[src/rtl/hilo_muldiv.sv]
// Iterative multiply/divide unit that owns the architectural HI/LO registers.
// Shift-add multiply and restoring divide run on magnitudes; the sign is applied in FIX.
module hilo_muldiv #(
  parameter int WIDTH = 32
) (
  input  logic             clock,
  input  logic             reset,
  input  logic             start,
  input  logic [1:0]       op,
  input  logic [WIDTH-1:0] Ainput,
  input  logic [WIDTH-1:0] Binput,
  input  logic             mthi,
  input  logic             mtlo,
  input  logic [WIDTH-1:0] wdata,
  output logic             busy,
  output logic             done,
  output logic [WIDTH-1:0] hi,
  output logic [WIDTH-1:0] lo
);
  localparam int CW = $clog2(WIDTH);

  // state | meaning
  // IDLE  | waiting for start, accepts mthi/mtlo
  // RUN   | one multiply or divide step per edge, WIDTH steps
  // FIX   | sign correction, HI/LO write, done pulse
  typedef enum logic [1:0] {IDLE, RUN, FIX} state_t;

  state_t             state;
  logic [CW-1:0]      cnt;
  logic               is_div;
  logic               neg_res;
  logic               neg_rem;
  logic               div0;
  logic [2*WIDTH-1:0] acc;
  logic [2*WIDTH-1:0] mcand;
  logic [WIDTH-1:0]   mplier;
  logic [WIDTH-1:0]   dvsr;
  logic [WIDTH-1:0]   quot;
  logic [WIDTH-1:0]   rem;

  logic               sgn;
  logic [WIDTH-1:0]   a_abs;
  logic [WIDTH-1:0]   b_abs;
  logic [WIDTH:0]     trial;
  logic [2*WIDTH-1:0] p_fix;
  logic [WIDTH-1:0]   q_fix;
  logic [WIDTH-1:0]   r_fix;

  always_comb begin
    sgn   = op[0];
    a_abs = (sgn && Ainput[WIDTH-1]) ? -Ainput : Ainput;
    b_abs = (sgn && Binput[WIDTH-1]) ? -Binput : Binput;
    // trial[WIDTH] set means the shifted remainder is below the divisor
    trial = {rem, quot[WIDTH-1]} - {1'b0, dvsr};
    p_fix = neg_res ? -acc : acc;
    q_fix = div0 ? '1 : (neg_res ? -quot : quot);
    r_fix = neg_rem ? -rem : rem;
  end

  always_ff @(posedge clock) begin
    if (reset) begin
      state   <= IDLE;
      cnt     <= '0;
      busy    <= 1'b0;
      done    <= 1'b0;
      hi      <= '0;
      lo      <= '0;
      is_div  <= 1'b0;
      neg_res <= 1'b0;
      neg_rem <= 1'b0;
      div0    <= 1'b0;
      acc     <= '0;
      mcand   <= '0;
      mplier  <= '0;
      dvsr    <= '0;
      quot    <= '0;
      rem     <= '0;
    end else begin
      done <= 1'b0;
      case (state)
        IDLE: begin
          if (start) begin
            state   <= RUN;
            busy    <= 1'b1;
            cnt     <= '0;
            is_div  <= op[1];
            neg_res <= sgn & (Ainput[WIDTH-1] ^ Binput[WIDTH-1]);
            neg_rem <= sgn & op[1] & Ainput[WIDTH-1];
            div0    <= (Binput == '0);
            acc     <= '0;
            mcand   <= {{WIDTH{1'b0}}, a_abs};
            mplier  <= b_abs;
            dvsr    <= b_abs;
            quot    <= a_abs;
            rem     <= '0;
          end else begin
            if (mthi) hi <= wdata;
            if (mtlo) lo <= wdata;
          end
        end
        RUN: begin
          if (is_div) begin
            if (!trial[WIDTH]) begin
              rem  <= trial[WIDTH-1:0];
              quot <= {quot[WIDTH-2:0], 1'b1};
            end else begin
              rem  <= {rem[WIDTH-2:0], quot[WIDTH-1]};
              quot <= {quot[WIDTH-2:0], 1'b0};
            end
          end else begin
            if (mplier[0]) acc <= acc + mcand;
            mcand  <= mcand << 1;
            mplier <= mplier >> 1;
          end
          cnt <= cnt + CW'(1);
          if (cnt == CW'(WIDTH - 1)) state <= FIX;
        end
        FIX: begin
          state <= IDLE;
          busy  <= 1'b0;
          done  <= 1'b1;
          if (is_div) begin
            hi <= r_fix;
            lo <= q_fix;
          end else begin
            {hi, lo} <= p_fix;
          end
        end
        default: begin
          state <= IDLE;
          busy  <= 1'b0;
        end
      endcase
    end
  end
endmodule
[config.mk]
export PLATFORM = sky130hd
export DESIGN_NAME = hilo_muldiv
export DESIGN_NICKNAME = d
export VERILOG_FILES = /design/src/rtl/hilo_muldiv.sv
export SDC_FILE = /design/constraint.sdc
export NUM_CORES = 1
export LEC_CHECK = 0
export ABC_AREA = 1
export CORE_MARGIN = 2
export CORE_UTILIZATION = 51
export CTS_BUF_LIST = sky130_fd_sc_hd__clkbuf_4
export CTS_CLUSTER_DIAMETER = 60
export DETAILED_ROUTE_END_ITERATION = 10
export HOLD_SLACK_MARGIN = 0.05
export PLACE_DENSITY = 0.69
export SYNTH_ARGS = -nofsm -noshare
export SYNTH_HDL_FRONTEND = slang
export SYNTH_SLANG_ARGS = --single-unit
[constraint.sdc]
create_clock -name clock -period 4 [get_ports clock]
set_input_delay 0.6 -clock clock [delete_from_list [all_inputs] [get_ports clock]]
set_output_delay 0.6 -clock clock [all_outputs]
set_load 0.1 [all_outputs]
# Word level (Yosys, flattened, before mapping)

Index checks and enable logic that the tools add are counted.

Register bits: 333
Input port bits: 103
Output and inout bits: 66
Logic and storage cells: 95

$add $sub $neg: 8
Equality and inequality tests: 11
Multiplexer cells: 40
Bitwise gates (word level): 5
Reductions and logical operators: 15

Operator list:

| operator                                                               | count |
|---|---|
| 32-bit two-way mux                                                     | 18 |
| 64-bit two-way mux                                                     | 6 |
| 32-bit case mux with 2 select lines                                    | 5 |
| 64-bit case mux with 2 select lines                                    | 2 |
| 32-bit negation                                                        | 4 |
| 64-bit adder                                                           | 1 |
| 64-bit negation                                                        | 1 |
| 33-bit by 32-bit subtractor with 33-bit output                         | 1 |
| 32-bit zero test                                                       | 1 |
| 2-bit inequality test (second input constant)                          | 8 |
| 3-bit AND reduction                                                    | 4 |
| 5-bit case mux with 2 select lines                                     | 1 |
| 2-bit AND reduction                                                    | 4 |
| 5-bit by 1-bit adder with 5-bit output (second input constant)         | 1 |
| 5-bit equality test (second input constant)                            | 1 |
| 5-bit two-way mux                                                      | 1 |
| 2-bit two-way mux                                                      | 2 |
| 2-bit case mux with 2 select lines                                     | 1 |
| 4-bit AND reduction                                                    | 1 |
| 2-bit nonzero test                                                     | 2 |
| 1-bit AND                                                              | 3 |
| 1-bit two-way mux                                                      | 3 |
| 2-bit by 1-bit equality test with 1-bit output (second input constant) | 1 |
| 2-bit equality test (second input constant)                            | 1 |
| other kinds (5)                                                        | 6 |

# Depth between registers and ports, before layout

Gate-level depths: netlist of run 1.

Depth after elaboration: 5
Gate-level depth with buffers: 18
Gate-level depth less buffers: 17

# Worst setup path after synthesis of run 1

Ideal clock, no wire load.

Kind: register to register
Start: register quot[31]
End: register rem[1]
Library setup time: 133 ps
Data arrival time: 2064 ps
Data required time: 3867 ps
Setup slack: 1802 ps
Stages on the path, launching flop included: 17
Buffers on the path: 1
Clock period less this slack: 2198 ps
Path through: dfxtp_1 inv_1 ha_1 fa_1 inv_1 nand2_1 nand2_1 nand3_1 nand2_2 nand2_2 nand2_4 nand2_4 nand3_2 buf_2 nand3_1 nand3_1 a21oi_2

Longest elaborated chain between the ends: 4

Ends and longest elaborated chain:

| item                                           | line | text |
|---|---|---|
| start, declared                                | 38   | `logic [WIDTH-1:0] quot;` |
| start signal, assigned                         | 94   | `quot <= a_abs;` |
| start signal, assigned                         | 105  | `quot <= {quot[WIDTH-2:0], 1'b1};` |
| start signal, assigned                         | 108  | `quot <= {quot[WIDTH-2:0], 1'b0};` |
| 33-bit by 32-bit subtractor with 33-bit output | 54   | `trial = {rem, quot[WIDTH-1]} - {1'b0, dvsr};` |
| 32-bit two-way mux                             | 103  | `if (!trial[WIDTH]) begin` |
| 32-bit two-way mux                             | 102  | `if (is_div) begin` |
| 32-bit case mux with 2 select lines            | 80   | `case (state)` |
| end signal, assigned                           | 104  | `rem <= trial[WIDTH-1:0];` |
| end signal, assigned                           | 107  | `rem <= {rem[WIDTH-2:0], quot[WIDTH-1]};` |
| end, declared                                  | 39   | `logic [WIDTH-1:0] rem;` |

No other way between the ends. The select of a mux whose other input is x is not followed.
A chain may end at the register's enable or synchronous reset.

# Worst setup path in the final report of run 1

Start: register lo[17]
End: output port lo[17]

RTL lines:

| item                   | line | text |
|---|---|---|
| start, declared        | 18   | `output logic [WIDTH-1:0] lo` |
| start signal, assigned | 98   | `if (mtlo) lo <= wdata;` |
| start signal, assigned | 124  | `lo <= q_fix;` |
| start signal, assigned | 126  | `{hi, lo} <= p_fix;` |

No word-level cell between the ends.

==> results_dict.tcl, run 1 <==
set metrics [dict create \
    ys_ff_latch 333 \
    path_clk_slew_ns 0.06 \
    drt_iter0_markers 3157 \
    grt_pass1_vias 30037 \
    num_io_pins 169 \
    cts_tree "built" \
    final_common_cell "nand2_1" \
    dp_hpwl_um 87780 \
    remaining_drc_errors 0 \
    relSlewSlack_pct 25.48 \
    crit_fanout 2 \
    fmaxAchievable_mhz 314.8 \
    finalSetupTns_ns 0 \
    grt_start_max_net_pins 106 \
    setup_violations 0 \
    die-area_mm2 0.05724 \
    drt_pass1_iterations 6 \
    hold_ws_ns 0.2970 \
    cts_sinks 333 \
    design_area_mm2 0.03162 \
    slew_violations 0 \
    antenna_left 0 \
    arrival_ns 2.58 \
    synth-async-reset-ratio_pct 0 \
    ys.flop_type "dfxtp_1" \
    core-area_mm2 0.05488 \
    peakVddDrop_mv 0.2525 \
    synth_cell_types 50 \
    required_ns 3.40 \
    rsz0062_at_grt "no" \
    crit_slowest_cell "clkdlybuf4s50_1" \
    finalClockSkew_ns 0.09531 \
    status "finished clean" \
    min_from "Binput[0]" \
    antenna_found_initial 1 \
    track_usage_pct 38.53 \
    max_slew.worst_pin.slew_ns 1.114 \
    cts_root_buffer "clkbuf_4" \
    synthCells 5087 \
    ys_seq_area_share_pct 23.62 \
    cap_violations 0 \
    routedWlPerCell_um 18.61 \
    cts_buffer_depth 3 \
    startpoint "lo[17]$_SDFFE_PP0P_" \
    gp_congestion 0.9894 \
    area_growth_pct 12.04 \
    rows 86 \
    syn_area_per_cell_um2 5.549 \
    crit_family "buffers and inverters" \
    die_h_um 239.3 \
    crit_buf_inv 1 \
    numCtsBuffers 97 \
    startpoint_type "register" \
    drt-total-wl_um 111500 \
    cts_max_level 3 \
    syn_area_mm2 0.02823 \
    synth_area_leaders "dfxtp_1 (24%), nand2_1 (22%), inv_1 (9.8%)" \
    yosys.area.top_type "dfxtp_1" \
    critPathKind "reg -> out" \
    p_per_area_mw_per_mm2 303.8 \
    io_buffers 168 \
    fin_crit_sh_pct 79.40 \
    start_util_pct 51.43 \
    layout_common_cells "nand2_1 (1618), inv_1 (736), nor2_1 (499), a21oi_1 (499), nand3_1 (426)" \
    slowest_delay_ns 1.20 \
    hold_viol 0 \
    yosysWarnings 0 \
    regToRegStartpoint "state[0]$_SDFFE_PP0P_" \
    synth_top_area_share_pct 23.62 \
    vias 32921 \
    synth_edf_count 0 \
    drive_gt1_share_pct 5.640 \
    min-delay-path-class "in -> reg" \
    nets 5416 \
    die_width_um 239.3 \
    cp_cell_sequence "clkdlybuf4s50_1" \
    vias_per_cell 5.497 \
    endpoint_kind "output port" \
    dpl-instance-area_mm2 0.03037 \
    cts_setup_buffers 0 \
    grt_pass1_wl_um 170800 \
    clk_latency_ns 0.92 \
    min_period_ns 3.176 \
    mappedNetlistNets 5294 \
    p_leak_nw 16.16 \
    grt-ovfl-total 0 \
]
==> power by group <==
part	leakage (nW)	total, W	internal, W	switching [W]
clock network	0.744	0.00333	0.00167	0.00166
registers	2.72	0.00367	0.00350	0.000170
logic	12.7	0.00261	0.000744	0.00186
total	16.2	0.00961	0.00592	0.00369
==> registers in the layout, indices dropped and copies added, names as in the netlist, 2 cells and up <==
register / cells
dvsr: 32
lo: 32
mplier: 32
acc: 64
state: 2
quot: 32
mcand: 64
cnt: 5
rem: 32
hi: 32
==> what timing repair did <==
item,CTS,global route
resized for setup,0,0
hold buffers,1,0
hold endpoints to repair,23,0
==> worst min-delay path, stage by stage <==
cell,delay [ns]
clkdlybuf4s50_1,0.42
nand2_1,0.07
a31oi_1,0.08
==> per-layer routing <==
layer  global-route usage [%]  part of all wire (%)  up-vias
li1                         -                     -    16538
met1                    50.44                    43    14837
met2                    61.32                    44     1308
met3                    6.050                   8.2      238
met4                    19.75                   5.3        0
met5                        0                     0        -
==> cells in the mapped netlist (3+ instances only) <==
| cell type | number |
|---|---|
| o21ai_1 | 24 |
| a211oi_1 | 3 |
| nand2_2 | 13 |
| and2_1 | 10 |
| o31ai_1 | 3 |
| o21ai_2 | 3 |
| o21ai_0 | 272 |
| nand4_1 | 61 |
| dfxtp_1 | 333 |
| a31oi_1 | 8 |
| xor2_1 | 27 |
| buf_1 | 16 |
| a21oi_1 | 501 |
| o21bai_1 | 8 |
| inv_2 | 24 |
| nand3_1 | 426 |
| a21o_1 | 4 |
| clkbuf_1 | 108 |
| nor3_1 | 59 |
| nor2_1 | 503 |
| nand2_4 | 5 |
| nand3_2 | 4 |
| a21oi_2 | 9 |
| o22ai_1 | 19 |
| nor2_2 | 14 |
| nand3b_1 | 33 |
| nor4_1 | 8 |
| xnor2_1 | 22 |
| buf_2 | 48 |
| o211ai_1 | 12 |
| inv_1 | 737 |
| nand2_1 | 1618 |
| or2_2 | 27 |
| ha_1 | 102 |
==> final cells by class <==
cell class	count	area, um^2
clock inverters	36	206.4
multi-input cells	3816	17990
repair buffers	200	1976
well taps	704	880.8
inverters	761	2858
flip-flops and latches	333	6669
diodes	1	2.502
clock buffers	138	1036
fillers	5971	23250
==> logic make-up after synthesis <==
| group | synth area share (%) |
|---|---|
| compound gates | 16.30 |
| xor+xnor | 1.520 |
| fa+ha+maj | 4.663 |
| buf+inv | 12.78 |
| flops | 23.62 |
| simple gates | 41.12 |
==> through the flow <==
stage	worst slack, ns	total power (W)	cells	util (%)
detailed placement	0.8517	0.006282	5813	55.34
global placement	0.8842	0.006275	5813	55.34
floorplan	1.802	0.005436	5087	-
global route	0.8136	0.01008	5989	57.62
finish	0.8238	0.009608	5989	57.62
CTS	0.8080	0.009590	5988	57.62
==> final timing paths <==
path,endpoint,slack (ns),cells after the start
setup reg to reg,acc[40]$_SDFFE_PP0P_,1.05,10
hold reg to reg,busy$_SDFFE_PP0P_,0.47,2
hold / removal,mplier[0]$_SDFFE_PP0P_,0.30,3
setup / recovery,lo[17],0.82,1
Note: power is estimated with default switching activity, not from simulation.
==> inputs of run 2 (changes only) <==
--- a/config.mk
+++ b/config.mk
@@ -12,7 +12,7 @@
 export CTS_CLUSTER_DIAMETER = 60
 export DETAILED_ROUTE_END_ITERATION = 10
 export HOLD_SLACK_MARGIN = 0.05
-export PLACE_DENSITY = 0.69
+export PLACE_DENSITY = 0.72
 export SYNTH_ARGS = -nofsm -noshare
 export SYNTH_HDL_FRONTEND = slang
 export SYNTH_SLANG_ARGS = --single-unit
==> constraint.sdc (replaced) <==
create_clock -name clock -period 2.6 [get_ports clock]
set_input_delay 0.39 -clock clock [delete_from_list [all_inputs] [get_ports clock]]
set_output_delay 0.39 -clock clock [all_outputs]
set_load 0.1 [all_outputs]
==> run 2 against run 1 <==
Wire length grew 1.4%. First-iteration DRC count grew 0.95%. Clock skew grew 0.0061 ns. Global-route usage grew 0.25 points. Via count grew 2.3%. Cell count grew 2.0%. Sequential share of layout area shrank 0.68 points. Non-clock buffer count grew 118. Critical endpoint is now acc[57]$_SDFFE_PP0P_. Register-to-register slack lost 0.93 ns. Highest routed layer unchanged. Combinational power grew 63%. Power grew 58%.
==> results_dict.tcl, run 2 (synthesis gave the netlist of run 1 again) <==
set metrics [dict create \
    io_buffers 168 \
    relSlewSlack_pct 12.38 \
    endpoint_kind "register" \
    grt-ovfl-total 0 \
    max_slew.worst_pin.slew_ns 1.314 \
    path_clk_slew_ns 0.08 \
    cts_buffer_depth 3 \
    drive_gt1_share_pct 9.399 \
    setup_violations 0 \
    cap_violations 0 \
    rows 86 \
    layout_common_cells "nand2_1 (1610), inv_1 (734), a21oi_1 (499)" \
    status "finished clean" \
    grt_start_max_net_pins 206 \
    slew_violations 0 \
    final_common_cell "nand2_1" \
    seqCellArea_mm2 0.006671 \
    gp_congestion 1.027 \
    critPathKind "reg -> reg" \
    r2r_end "acc[57]$_SDFFE_PP0P_" \
    peakVddDrop_mv 0.3285 \
    min-delay-path-class "in -> reg" \
    top_regs "acc x64, mcand x64" \
    min_period_ns 2.483 \
    startpoint_type "register" \
    nets 5535 \
    p_per_area_mw_per_mm2 465.1 \
    dp_hpwl_um 89980 \
    startpoint "acc[53]$_SDFFE_PP0P_" \
    drt_iter0_markers 3187 \
    drt-total-wl_um 113100 \
    remaining_drc_errors 0 \
    track_usage_pct 38.78 \
    required_ns 3.26 \
    crit_end "acc[57]$_SDFFE_PP0P_" \
    die_width_um 239.3 \
    area_growth_pct 15.83 \
    routedWlPerCell_um 18.50 \
    arrival_ns 3.15 \
    cts_max_level 3 \
    multiInputGateArea_mm2 0.01809 \
    ff2ff_setup_slack_ns 0.12 \
    die-area_mm2 0.05724 \
    p_leak_nw 16.97 \
    clk_latency_ns 0.92 \
    vias 33670 \
    die_h_um 239.3 \
    min_from "reset" \
    fin_crit_sh_pct 95.49 \
    design_area_mm2 0.03269 \
    antenna_found_initial 3 \
    whs_path_depth 3 \
    crit_fanout 6 \
    regToRegStartpoint "acc[53]$_SDFFE_PP0P_" \
    cts_tree "built" \
    start_util_pct 51.43 \
    dpl-instance-area_mm2 0.03127 \
    drt_pass1_iterations 8 \
    antenna_left 0 \
    cts_root_buffer "clkbuf_4" \
    numCtsBuffers 97 \
    num_io_pins 169 \
    p_total_w 0.01520 \
    hold_viol 0 \
    rr_worst_depth 12 \
    fmaxAchievable_mhz 402.8 \
    fill_cells 5853 \
    grt_pass1_vias 30598 \
    cts_sinks 333 \
    vias_per_cell 5.510 \
    core-area_mm2 0.05488 \
    finalClockSkew_ns 0.1014 \
    grt_pass1_wl_um 172000 \
]
## run 2: changes by cell type in the layout (fill, tap and decap cells not counted), moves of 3 or more
cell,delta
nand2_1,-8
buf_4,+167
nand3_2,+5
nor2_1,-4
clkbuf_4,-5
clkdlybuf4s50_1,-66
clkinv_2,+4
nand2_2,+8
nor2_2,+3
nand3_1,-5
buf_12,+16
## run 2: how the worst min path moves through the flow
stage | slack [ns] | endpoint
floorplan | 0.44 | dvsr[2]$_SDFFE_PP0P_
finish | 0.1 | done$_SDFF_PP0_
CTS | 0.13 | mplier[0]$_SDFFE_PP0P_
global route | 0.18 | done$_SDFF_PP0_
detailed placement | 0.46 | mplier[29]$_SDFFE_PP0P_
global placement | 0.45 | mplier[23]$_SDFFE_PP0P_
## run 2: area by class of cell
cell class                      instances  area share, %
Multi-Input combinational cell       3817          55.33
Sequential cell                       333          20.41
Timing Repair Buffer                  318          8.883
Inverter                              761          8.741
Clock buffer                          133          3.054
Tap cell                              704          2.694
Clock inverter                         43         0.8726
Antenna cell                            2        0.01531
## run 2: stage by stage
step	utilization [%]	hold WS [ns]	TNS, ns	setup slack, ns	std cells
2_1_floorplan	-	0.4415	0	0.4025	5087
3_3_place_gp	56.99	0.4529	0	0.07514	5929
3_5_place_dp	56.99	0.4562	0	0.02090	5929
4_1_cts	59.35	0.1251	0	0.03184	6106
5_1_grt	59.57	0.1808	-0.01121	-0.01121	6110
6_report	59.57	0.09946	0	0.1173	6111
## run 2: metal layers
metal | routed length, um | track usage, %
met1 | 47930 | 50.71
met2 | 49270 | 61.53
met3 | 9625 | 5.705
met4 | 6242 | 21.02
met5 | 0 | 0
## run 2: worst max-delay path, stage by stage, from the launching register on
cell	delay (ns)
dfxtp_1	0.41
ha_1	0.43
nand2_1	0.14
inv_1	0.09
nand2_1	0.09
nor3_1	0.34
nand2_1	0.16
nor2_1	0.11
nand2_1	0.09
nand2_1	0.07
nand2_1	0.04
nand3_1	0.18
a21oi_1	0.09
## run 2: timing repair
action	4_1_cts	5_1_grt
setup endpoints to repair	2	53
gates resized for setup	1	29
buffers inserted	0	2
endpoints found under the hold margin	1	0
pin swaps	0	1
hold buffers	1	0
gates cloned	0	1
## run 2: power breakdown
| group | leakage [nW] | total, W | internal (W) | switching, W |
|---|---|---|---|---|
| sequential | 2.72 | 0.00564 | 0.00539 | 0.000249 |
| combinational | 13.5 | 0.00426 | 0.00130 | 0.00296 |
| clock | 0.765 | 0.00531 | 0.00271 | 0.00260 |
| total | 17.0 | 0.0152 | 0.00940 | 0.00581 |
